[src/rtl/cpu_types_pkg.sv]
// rtl/cpu_types_pkg.sv - shared pipeline control types for the stall/flush sequencer
package cpu_types_pkg;

  typedef enum logic [1:0] {
    SEQ_RUN,
    SEQ_DWAIT,
    SEQ_HALTED
  } seq_state_t;

  typedef struct packed {
    logic en;
    logic flush;
  } stage_ctrl_t;

  localparam stage_ctrl_t STAGE_HOLD   = '{en: 1'b0, flush: 1'b0};
  localparam stage_ctrl_t STAGE_LOAD   = '{en: 1'b1, flush: 1'b0};
  localparam stage_ctrl_t STAGE_BUBBLE = '{en: 1'b1, flush: 1'b1};

endpackage

[src/rtl/pipeline_sequencer_if.sv]
// rtl/pipeline_sequencer_if.sv - sequencer hazard inputs and latch controls (perf ports under PIPELINE_SEQ_PERF_EN)
interface pipeline_sequencer_if #(
  parameter int CNT_W = 32
);
  logic ihit;
  logic dhit;
  logic dmemREN;
  logic dmemWEN;
  logic freeze;
  logic threeInstrFlush;
  logic halt_mem;

  logic pc_en;
  logic fd_en;
  logic dx_en;
  logic xm_en;
  logic mw_en;
  logic fd_flush;
  logic dx_flush;
  logic xm_flush;
  logic mw_flush;
  logic halt;
  logic err;
`ifdef PIPELINE_SEQ_PERF_EN
  logic [CNT_W-1:0] stall_cycles;
  logic [CNT_W-1:0] flush_count;
  logic [CNT_W-1:0] halted_at;
`endif

  modport seq (
    input  ihit, dhit, dmemREN, dmemWEN, freeze, threeInstrFlush, halt_mem,
    output pc_en, fd_en, dx_en, xm_en, mw_en,
    output fd_flush, dx_flush, xm_flush, mw_flush, halt, err
`ifdef PIPELINE_SEQ_PERF_EN
    , output stall_cycles, flush_count, halted_at
`endif
  );

  modport tb (
    output ihit, dhit, dmemREN, dmemWEN, freeze, threeInstrFlush, halt_mem,
    input  pc_en, fd_en, dx_en, xm_en, mw_en,
    input  fd_flush, dx_flush, xm_flush, mw_flush, halt, err
`ifdef PIPELINE_SEQ_PERF_EN
    , input stall_cycles, flush_count, halted_at
`endif
  );

endinterface

[src/rtl/pipeline_sequencer_wdog_counter.sv]
// rtl/pipeline_sequencer_wdog_counter.sv - counter with clear/increment, optional saturation, threshold hit
module seq_wdog_counter #(
  parameter int         W      = 32,
  parameter bit         SAT    = 1'b1,
  parameter logic [W-1:0] THRESH = '1
) (
  input  logic         clk,
  input  logic         rst,
  input  logic         clr,
  input  logic         inc,
  output logic [W-1:0] count,
  output logic         hit
);

  logic [W-1:0] count_nxt;

  // Clear with inc loads 1, so the first stalled cycle is already counted.
  always_comb begin
    count_nxt = count;
    if (clr)
      count_nxt = {{(W-1){1'b0}}, inc};
    else if (inc && !(SAT && (&count)))
      count_nxt = count + 1'b1;
  end

  // Hit looks at the value being loaded so a sticky flag can be set on the same edge.
  assign hit = (count_nxt >= THRESH);

  always_ff @(posedge clk or posedge rst) begin
    if (rst)
      count <= '0;
    else
      count <= count_nxt;
  end

endmodule

[src/rtl/pipeline_sequencer.sv]
// rtl/pipeline_sequencer.sv - stall/flush sequencer for the 5-stage pipeline; perf counters under PIPELINE_SEQ_PERF_EN
module pipeline_sequencer
  import cpu_types_pkg::*;
#(
  parameter int CNT_W       = 32,
  parameter int WDOG_CYCLES = 1024
) (
  input  logic                  CLK,
  input  logic                  RST,
  pipeline_sequencer_if.seq     bus
);

  seq_state_t  state, state_nxt;
  stage_ctrl_t fd, dx, xm, mw;
  logic        dstall, pc_en, redirect;
  logic        halt_q, err_q;
  logic        wdog_clr, wdog_inc, wdog_hit;
  logic [CNT_W-1:0] wdog_count_unused;

  assign dstall = (bus.dmemREN | bus.dmemWEN) & ~bus.dhit;

  always_ff @(posedge CLK or posedge RST) begin
    if (RST)
      state <= SEQ_RUN;
    else
      state <= state_nxt;
  end

  always_comb begin
    state_nxt = state;
    case (state)
      SEQ_RUN, SEQ_DWAIT: begin
        if (dstall)
          state_nxt = SEQ_DWAIT;
        else if (bus.halt_mem)
          state_nxt = SEQ_HALTED;
        else
          state_nxt = SEQ_RUN;
      end
      SEQ_HALTED: state_nxt = SEQ_HALTED;
      default:    state_nxt = SEQ_RUN;
    endcase
  end

  // DWAIT with the miss resolved falls through to the same rules as RUN.
  always_comb begin
    pc_en    = 1'b0;
    redirect = 1'b0;
    fd       = STAGE_HOLD;
    dx       = STAGE_HOLD;
    xm       = STAGE_HOLD;
    mw       = STAGE_HOLD;
    if (!RST && state != SEQ_HALTED && !dstall) begin
      if (bus.halt_mem) begin
        mw = STAGE_LOAD;
      end else if (bus.threeInstrFlush) begin
        pc_en    = 1'b1;
        redirect = 1'b1;
        fd       = STAGE_BUBBLE;
        dx       = STAGE_BUBBLE;
        xm       = STAGE_BUBBLE;
        mw       = STAGE_LOAD;
      end else if (bus.freeze) begin
        dx = STAGE_BUBBLE;
        xm = STAGE_LOAD;
        mw = STAGE_LOAD;
      end else if (!bus.ihit) begin
        fd = STAGE_BUBBLE;
        dx = STAGE_LOAD;
        xm = STAGE_LOAD;
        mw = STAGE_LOAD;
      end else begin
        pc_en = 1'b1;
        fd    = STAGE_LOAD;
        dx    = STAGE_LOAD;
        xm    = STAGE_LOAD;
        mw    = STAGE_LOAD;
      end
    end
  end

  assign wdog_inc = dstall & (state != SEQ_HALTED);
  assign wdog_clr = (state != SEQ_DWAIT) | ~dstall;

  seq_wdog_counter #(
    .W      (CNT_W),
    .SAT    (1'b1),
    .THRESH (CNT_W'(WDOG_CYCLES))
  ) u_wdog (
    .clk   (CLK),
    .rst   (RST),
    .clr   (wdog_clr),
    .inc   (wdog_inc),
    .count (wdog_count_unused),
    .hit   (wdog_hit)
  );

  always_ff @(posedge CLK or posedge RST) begin
    if (RST) begin
      halt_q <= 1'b0;
      err_q  <= 1'b0;
    end else begin
      halt_q <= halt_q | (state_nxt == SEQ_HALTED);
      err_q  <= err_q | wdog_hit;
    end
  end

  assign bus.pc_en    = pc_en;
  assign bus.fd_en    = fd.en;
  assign bus.dx_en    = dx.en;
  assign bus.xm_en    = xm.en;
  assign bus.mw_en    = mw.en;
  assign bus.fd_flush = fd.flush;
  assign bus.dx_flush = dx.flush;
  assign bus.xm_flush = xm.flush;
  assign bus.mw_flush = mw.flush;
  assign bus.halt     = halt_q;
  assign bus.err      = err_q;

`ifdef PIPELINE_SEQ_PERF_EN
  logic [CNT_W-1:0] cycle_count;
  logic [CNT_W-1:0] halted_at_q;
  logic             stall_hit_unused, flush_hit_unused, cycle_hit_unused;

  seq_wdog_counter #(.W(CNT_W), .SAT(1'b0)) u_stall_cnt (
    .clk   (CLK),
    .rst   (RST),
    .clr   (1'b0),
    .inc   (~pc_en & (state != SEQ_HALTED)),
    .count (bus.stall_cycles),
    .hit   (stall_hit_unused)
  );

  seq_wdog_counter #(.W(CNT_W), .SAT(1'b0)) u_flush_cnt (
    .clk   (CLK),
    .rst   (RST),
    .clr   (1'b0),
    .inc   (redirect),
    .count (bus.flush_count),
    .hit   (flush_hit_unused)
  );

  seq_wdog_counter #(.W(CNT_W), .SAT(1'b0)) u_cycle_cnt (
    .clk   (CLK),
    .rst   (RST),
    .clr   (1'b0),
    .inc   (1'b1),
    .count (cycle_count),
    .hit   (cycle_hit_unused)
  );

  always_ff @(posedge CLK or posedge RST) begin
    if (RST)
      halted_at_q <= '0;
    else if (state != SEQ_HALTED && state_nxt == SEQ_HALTED)
      halted_at_q <= cycle_count;
  end

  assign bus.halted_at = halted_at_q;
`endif

endmodule

[src/flat_wrapper.sv]
// flat-port wrapper written by rule: the top's interface ports become plain ports
module pipeline_sequencer_flat import cpu_types_pkg::*;
#(
  parameter int CNT_W       = 32,
  parameter int WDOG_CYCLES = 1024
)
  (CLK, RST, bus_ihit, bus_dhit, bus_dmemREN, bus_dmemWEN, bus_freeze, bus_threeInstrFlush, bus_halt_mem, bus_pc_en, bus_fd_en, bus_dx_en, bus_xm_en, bus_mw_en, bus_fd_flush, bus_dx_flush, bus_xm_flush, bus_mw_flush, bus_halt, bus_err);
  pipeline_sequencer_if #(.CNT_W(CNT_W)) bus_i ();
  input  logic CLK;
  input  logic RST;
  input wire logic [$bits(bus_i.ihit)-1:0] bus_ihit;
  input wire logic [$bits(bus_i.dhit)-1:0] bus_dhit;
  input wire logic [$bits(bus_i.dmemREN)-1:0] bus_dmemREN;
  input wire logic [$bits(bus_i.dmemWEN)-1:0] bus_dmemWEN;
  input wire logic [$bits(bus_i.freeze)-1:0] bus_freeze;
  input wire logic [$bits(bus_i.threeInstrFlush)-1:0] bus_threeInstrFlush;
  input wire logic [$bits(bus_i.halt_mem)-1:0] bus_halt_mem;
  output wire logic [$bits(bus_i.pc_en)-1:0] bus_pc_en;
  output wire logic [$bits(bus_i.fd_en)-1:0] bus_fd_en;
  output wire logic [$bits(bus_i.dx_en)-1:0] bus_dx_en;
  output wire logic [$bits(bus_i.xm_en)-1:0] bus_xm_en;
  output wire logic [$bits(bus_i.mw_en)-1:0] bus_mw_en;
  output wire logic [$bits(bus_i.fd_flush)-1:0] bus_fd_flush;
  output wire logic [$bits(bus_i.dx_flush)-1:0] bus_dx_flush;
  output wire logic [$bits(bus_i.xm_flush)-1:0] bus_xm_flush;
  output wire logic [$bits(bus_i.mw_flush)-1:0] bus_mw_flush;
  output wire logic [$bits(bus_i.halt)-1:0] bus_halt;
  output wire logic [$bits(bus_i.err)-1:0] bus_err;
  assign bus_i.ihit = bus_ihit;
  assign bus_i.dhit = bus_dhit;
  assign bus_i.dmemREN = bus_dmemREN;
  assign bus_i.dmemWEN = bus_dmemWEN;
  assign bus_i.freeze = bus_freeze;
  assign bus_i.threeInstrFlush = bus_threeInstrFlush;
  assign bus_i.halt_mem = bus_halt_mem;
  assign bus_pc_en = bus_i.pc_en;
  assign bus_fd_en = bus_i.fd_en;
  assign bus_dx_en = bus_i.dx_en;
  assign bus_xm_en = bus_i.xm_en;
  assign bus_mw_en = bus_i.mw_en;
  assign bus_fd_flush = bus_i.fd_flush;
  assign bus_dx_flush = bus_i.dx_flush;
  assign bus_xm_flush = bus_i.xm_flush;
  assign bus_mw_flush = bus_i.mw_flush;
  assign bus_halt = bus_i.halt;
  assign bus_err = bus_i.err;
  pipeline_sequencer #(.CNT_W(CNT_W), .WDOG_CYCLES(WDOG_CYCLES)) u_core (.CLK(CLK), .RST(RST), .bus(bus_i));
endmodule
[config.mk]
export PLATFORM = sky130hd
export DESIGN_NAME = pipeline_sequencer_flat
export DESIGN_NICKNAME = d
export VERILOG_FILES = /design/src/rtl/cpu_types_pkg.sv /design/src/rtl/pipeline_sequencer_if.sv /design/src/rtl/pipeline_sequencer_wdog_counter.sv /design/src/rtl/pipeline_sequencer.sv /design/src/flat_wrapper.sv
export SDC_FILE = /design/constraint.sdc
export NUM_CORES = 1
export LEC_CHECK = 0
export ABC_AREA = 1
export BUFFER_PORTS_ARGS = -buffer_cell sky130_fd_sc_hd__buf_2
export CORE_MARGIN = 2
export CORE_UTILIZATION = 60
export CTS_CLUSTER_SIZE = 12
export DETAILED_ROUTE_END_ITERATION = 10
export GPL_TIMING_DRIVEN = 0
export PLACE_DENSITY = 0.8
export SYNTH_ARGS = -nofsm -noshare
export SYNTH_HDL_FRONTEND = slang
export SYNTH_SLANG_ARGS = --single-unit
[constraint.sdc]
create_clock -name CLK -period 2.2 [get_ports CLK]
set_input_delay 0.11 -clock CLK [delete_from_list [all_inputs] [get_ports CLK]]
set_output_delay 0.11 -clock CLK [all_outputs]
set_load 0.02 [all_outputs]
==> impl_results.md, run 1 <==
* Status: finished, final reports clean
* R2R cell count at 15
* Top cell type's share of synthesized area at 0.344
* Commonest cells after routing, fill and taps aside: nand2_1, nor2_1, inv_1
* Diodes inserted at 0
* Fin crit period at 2100 ps
* Vias per inst at 5.27
* Wire per inst at 13.5 um
* Flops & latches, synth at 36
* CTS tree: built
* Leading area contributor after synthesis: dfrtp_1
* Overall Global Routing Usage at 0.288
* Vias in the first global route at 2413
* Tcrit/Tclk final at 0.954
* Top cells by area, synth: dfrtp_1, nand2_1, nor2_1
* Async SR Flop Fraction at 1.00
* Total global routing overflow at 0
* MaxCap Viol Count at 0
* Clock skew at 7.67 ps
* # IOs at 20
* Power after layout at 1.84 mW
* Num rows at 24
* Final setup viols at 0
* HP Class: in -> reg
* Final slew viol count at 0
* Crit path kind: reg -> reg
* Req. time, crit path at 2390 ps
* Number of synthesized flops with an enable pin at 0
* Arr. time, crit path at 2290 ps
* Fin. Hold Viols at 0
* Routed wire length at 6.77 mm
* Clock sink total at 36
* Post-route DRC at 0
* Die Span Y at 70.1 um
* Cells after Synth at 417
* Unrepaired setup endpoints after global routing: yes
* Clock latency on the worst-skew pair at 300 ps
* Nets at 460
* YS warnings at 0
* Layout Area Growth over Synthesis at 18.1%
* Die Area at 0.00491 mm2
* Overall die width at 70.1 um
* Clk slew on worst S/H paths at 80 ps
* Sequential area share after synthesis at 0.344
* CTS root buf: clkbuf_8
* Avg Cell Area, Syn at 6.28 um2
* CTS max path bufs at 2
* Core ar. at 0.00426 mm2
* Leak pwr at 1.54 nW
* CP Launch Type: register
* Leading cell type in the layout, fill and taps excluded: nand2_1
* Synth cell types at 34
* Setup TNS at 0 ps
* H-Tree Depth at 2
* Post-DP HPWL at 4.92 mm
* Crit end category: register
* Antenna violations before repair at 0
* Syn Nets at 427
* Peak VDD IR at 0.000405 V
* Largest net degree at the start of global routing at 37
* CP Max Fanout at 10
* Starting Density at 0.614
* Layout cells sized above 1 at 0.164
* Initial drt markers at 179
* First-pass GRT wire length at 11.2 mm
* Power density cells at 596 mW/mm2
* Port Buffers at 18
* Hold Path Stages at 3
* Final ANT Viol Nets at 0
* Drt pass-1 iters at 5
* Peak Freq at 477 MHz
* Synth Cell Area at 0.00262 mm2
* Via count at 2651
* Predominant post-synthesis flop cell: dfrtp_1
* CTS Buf Count at 5
* Placer congestion estimate at 0.967
==> cells by family (layout without fill, tap and decap cells) <==
logic type | after synthesis | in the layout | share of synthesized area
AOI/OAI and AO/OA | 28 | 28 | 0.0592
xor gates and xnor gates | 5 | 5 | 0.0167
adders and majority gates | 1 | 1 | 0.00478
buffers and inverters | 64 | 98 | 0.106
DFF | 36 | 36 | 0.344
other | 1 | 1 | 0.00143
and+or+nand+nor | 282 | 282 | 0.468
==> Yosys cell counts (2+ instances only) <==
cell and count:
buf_4 2, o21a_1 2, nor2_1 65, o21bai_1 4, nand4_1 7, nand3_1 27
xor2_1 4, a21oi_1 9, nand3b_1 6, inv_1 52, inv_2 2, nor2_4 2
o21ai_1 4, nand2_1 157, nand2_4 2, nor3_1 5, nor2_2 2, buf_6 3
dfrtp_1 36, buf_2 2, o21ai_0 9, nand2_2 3
==> through the flow <==
stage / cells / setup WS [ps] / instance area [um2] / hold WS (ps) / utilization
final: 503 / 102 / 3090 / 61.0 / 0.725
after global placement: 487 / -5.84 / 2780 / 283 / 0.651
after global routing: 503 / -45.8 / 3090 / 79.8 / 0.725
after CTS: 498 / 15.6 / 2990 / 63.3 / 0.700
after floorplan: 417 / 26.9 / 2620 / 67.7 / -
after detailed placement: 487 / -81.9 / 2780 / 308 / 0.651
==> final cells by class <==
| type | count | area (um2) |
|---|---|---|
| timing repair buffer | 26 | 169 |
| tap | 52 | 65.1 |
| fill | 356 | 1170 |
| multi-input combinational | 317 | 1510 |
| buffer | 8 | 62.6 |
| clock inverter | 3 | 90.1 |
| inverter | 56 | 224 |
| sequential | 36 | 906 |
| clock buffer | 5 | 68.8 |
==> final timing paths <==
kind                                        startpoint                 endpoint  slack [ps]
max in group asynchronous                          RST  u_core.u_wdog.count[20]        1580
worst min-delay path                      bus_halt_mem          u_core.state[1]          60
worst min register to register         u_core.state[1]          u_core.state[0]         450
worst max-delay path            u_core.u_wdog.count[0]           u_core.bus.err         100
worst max register to register  u_core.u_wdog.count[0]           u_core.bus.err         100
min in group asynchronous                          RST   u_core.u_wdog.count[8]         410
==> power breakdown <==
part | internal (mW) | switching (mW)
combinational | 0.0977 | 0.213
sequential | 0.681 | 0.0177
clock | 0.567 | 0.264
==> repair_timing <==
item	CTS	global route
gates resized for setup	2	22
buffers inserted	1	5
hold buffers	2	0
setup endpoints to repair	1	1
hold endpoints to repair	36	0
pin swaps	1	6
==> critical path, stage by stage (launching register included) <==
cell and delay (ps):
dfrtp_2 420, ha_4 170, inv_4 40, nor2_4 170
nand2_4 90, nor2_8 130, nand2_8 100, nand2_8 100
inv_8 50, buf_6 140, nand2_2 70, nand2_1 50
o21ai_1 190, nand2_1 80, nor2_1 110, nand2_1 70
==> state kept, by name, summed over array words and instances, names as in the netlist <==
register,cells
u_core.bus.err,1
u_core.bus.halt,1
u_core.u_wdog.count,32
u_core.state,2
==> layer usage <==
layer,wire length (um),global-route usage,vias to the layer above
met4,184,0.107,0
li1,-,-,1351
met5,0,0,-
met1,3080,0.401,1181
met2,3070,0.449,104
met3,429,0.0548,15
(Power assumes the default switching activity.)
==> inputs of run 2 (changes only) <==
--- a/config.mk
+++ b/config.mk
@@ -5,14 +5,14 @@
 export SDC_FILE = /design/constraint.sdc
 export NUM_CORES = 1
 export LEC_CHECK = 0
-export ABC_AREA = 1
+export ABC_AREA = 0
 export BUFFER_PORTS_ARGS = -buffer_cell sky130_fd_sc_hd__buf_2
 export CORE_MARGIN = 2
-export CORE_UTILIZATION = 60
+export CORE_UTILIZATION = 59
 export CTS_CLUSTER_SIZE = 12
 export DETAILED_ROUTE_END_ITERATION = 10
 export GPL_TIMING_DRIVEN = 0
-export PLACE_DENSITY = 0.8
+export PLACE_DENSITY = 0.79
 export SYNTH_ARGS = -nofsm -noshare
 export SYNTH_HDL_FRONTEND = slang
 export SYNTH_SLANG_ARGS = --single-unit
==> run 2 against run 1 <==
Against the previous run: the run now ends with negative hold slack, negative setup slack left; clock skew fell by 2.1 ps; core utilization is 11 points higher; worst setup slack lost 600 ps; design area is 3.0% lower; wire length rose by 5.1%; synthesized cell count is 41% lower; non-clock buffer count increased by 45; cell count down 27%; sequential share of layout area increased by 1.1 points; clock power fell by 40%; global-route usage up 0.33 points; first-iteration DRC count decreased by 6.7%.
==> impl_results.md, run 2 <==
* Crit-path max cell delay at 470 ps (+50 ps)
* # IOs at 20 (unchanged)
* Power density cells at 482 mW/mm2 (-19%)
* Avg Cell Area, Syn at 9.00 um2 (+43%)
* Post-DP Area at 0.00236 mm2 (-15%)
* Top cells by area, synth: dfrtp_1, nor2_1, xnor2_1
* Number of flip-flops under the largest register name at 32 (unchanged)
* Initial drt markers at 167 (-6.7%)
* Top cell type's share of synthesized area at 0.410 (+0.0663)
* Biggest register: u_core.u_wdog.count
* Vias per inst at 6.39 (+21%)
* Post-route DRC at 0 (unchanged)
* Hold-fix buffers, CTS at 0 (-2)
* Nets at 326 (-29%)
* Most numerous cell in the Yosys netlist: nor2_1
* Overall die width at 65.0 um (-7.2%)
* Worst-Margin Slew at 760 ps
* Num rows at 22 (-8.3%)
* Crit path kind: reg -> reg
* Async SR Flop Fraction at 1.00 (unchanged)
* Total global routing overflow at 0 (unchanged)
* Synth cell types at 54 (+59%)
* Clock sink total at 36 (unchanged)
* Flops & latches, synth at 36 (unchanged)
* Layout Area Growth over Synthesis at 36.6%
* Violated checks: negative hold slack, negative setup slack
* Slew headroom at 0.493
* Fill count at 211 (-41%)
* Tcrit/Tclk final at 1.23 (+0.274)
* Overall Global Routing Usage at 0.292 (+0.00334)
* CTS max path bufs at 2 (unchanged)
* CTS Buf Count at 5 (unchanged)
* Die Area at 0.00423 mm2 (-14%)
* Commonest cells after routing, fill and taps aside: buf_4, nor2_1, dfrtp_1
* CP delay by family, top: simple AND/OR/NAND/NOR gates
* Leak pwr at 1.33 nW (-14%)
* Die Span Y at 65.0 um (-7.2%)
* MaxCap Viol Count at 0 (unchanged)
* Arr. time, crit path at 2850 ps (+560 ps)
* Fin crit period at 2700 ps (+604 ps)
* Predominant post-synthesis flop cell: dfrtp_1
* Drt pass-1 iters at 5 (unchanged)
* CP Max Fanout at 6 (-4)
* Via count at 2331 (-12%)
* CTS root buf: clkbuf_8
* CP Launch Type: register
* Commonest cells in the netlist: nor2_1, dfrtp_1, nand2_1
* Pre-CTS WS at -715 ps (-633 ps)
* Diodes inserted at 0 (unchanged)
* Vias in the first global route at 2004 (-17%)
* Syn Nets at 254 (-41%)
* Unrepaired setup endpoints after global routing: yes
* Final ANT Viol Nets at 0 (unchanged)
* Cells after Synth at 244 (-41%)
* HP Class: in -> async
* Peak VDD IR at 0.000558 V (+38%)
* Setup TNS at -859 ps (-859 ps)
* Sequential area share after synthesis at 0.410 (+0.0663)
* Final WS setup at -502 ps (-604 ps)
* Leading area contributor after synthesis: dfrtp_1
* Fin Hold WS at -25.7 ps (-86.8 ps)
* H-Tree Depth at 2 (unchanged)
* Finished Cell Area at 0.00300 mm2 (-3.0%)
* Critical-path cell list: nand4_4, nor4_4, o211ai_1, buf_2, or4b_1, o31ai_1, a21oi_1, a211oi_1, nand4_1
* Slowest-stage cell, CP: or4b_1
* Wire per inst at 19.5 um (+45%)
* Routed wire length at 7.11 mm (+5.1%)
* Status: finished with violations
* Antenna violations before repair at 0 (unchanged)
* Clock skew at 5.59 ps (-2.08 ps)
* CTS tree: built
* Leading cell type in the layout, fill and taps excluded: buf_4
* Port Buffers at 18 (unchanged)
* First-pass GRT wire length at 9.28 mm (-17%)
* Largest regs: u_core.u_wdog.count: 32 flops, u_core.state: 2 flops
* Peak Freq at 370 MHz (-22%)
* Placer congestion estimate at 0.898 (-7.2%)
* Layout cells sized above 1 at 0.394 (+0.230)
* Number of synthesized flops with an enable pin at 0 (unchanged)
* Starting Density at 0.609 (-0.00519)
* Core ar. at 0.00361 mm2 (-15%)
* Req. time, crit path at 2340 ps (-50 ps)
* Final slew viol count at 0 (unchanged)
* Final setup viols at 14 (+14)
* Clock latency on the worst-skew pair at 300 ps (about the same)
* Fin. Hold Viols at 36 (+36)
* Crit path buf inv count at 1 (-2)
* YS warnings at 0 (unchanged)
* Synth Cell Area at 0.00220 mm2 (-16%)
* Largest net degree at the start of global routing at 37 (unchanged)
* Post-DP HPWL at 3.55 mm (-28%)
* Clk slew on worst S/H paths at 70 ps (about the same)
* Crit end category: register
==> run 2: what timing repair did <==
item / CTS / global route
buffers inserted: 24 / 26
pin swaps: 15 / 20
setup endpoints to repair: 18 / 24
cloned: 0 / 1
resized for setup: 32 / 23
==> run 2: metal layers <==
metal | track usage | vias up | routed length, um | part of all wire
li1 | - | 1015 | - | -
met4 | 0.149 | 0 | 325 | 0.046
met2 | 0.505 | 167 | 3580 | 0.50
met3 | 0.0382 | 38 | 525 | 0.074
met1 | 0.354 | 1111 | 2680 | 0.38
met5 | 0 | - | 0 | 0
==> run 2: final cells by class <==
type                            instances  area (um2)  share of cell area
Timing Repair Buffer                   69         493               0.164
Clock inverter                          1        7.51             0.00250
Buffer                                 10        68.8              0.0229
Clock buffer                            7        86.3              0.0288
Tap cell                               48        60.1              0.0200
Sequential cell                        36         911               0.304
Multi-Input combinational cell        185        1340               0.446
Inverter                                9        33.8              0.0113
==> run 2: worst paths after layout <==
check	from	end	slack (ps)	cells past startpoint
hold / removal	RST	u_core.state[0]	-30	2
setup / recovery	u_core.u_wdog.count[7]	u_core.bus.err	-500	9
setup reg to reg	u_core.u_wdog.count[7]	u_core.bus.err	-500	9
hold reg to reg	u_core.state[1]	u_core.state[0]	470	1
min in group CLK	bus_halt_mem	u_core.state[1]	110	2
max in group asynchronous	RST	u_core.u_wdog.count[12]	1690	2
==> run 2: kinds of logic after synthesis <==
family | share of synthesized area
and+or+nand+nor | 0.309
DFF | 0.410
AOI/OAI and AO/OA | 0.113
xor gates and xnor gates | 0.104
buffers and inverters | 0.0513
adders and majority gates | 0.00570
other | 0.00171
muxes | 0.00456
==> run 2: where the power goes <==
group | internal, mW | switching (mW)
combinational | 0.0868 | 0.163
clock | 0.254 | 0.244
sequential | 0.680 | 0.0189
total | 1.02 | 0.426
==> run 2: stage by stage <==
stage / util / total power [mW] / instances
floorplan: - / 0.847 / 244
global placement: 0.654 / 0.899 / 310
detailed placement: 0.654 / 0.905 / 310
CTS: 0.752 / 1.42 / 338
global route: 0.832 / 1.49 / 365
finish: 0.832 / 1.45 / 365
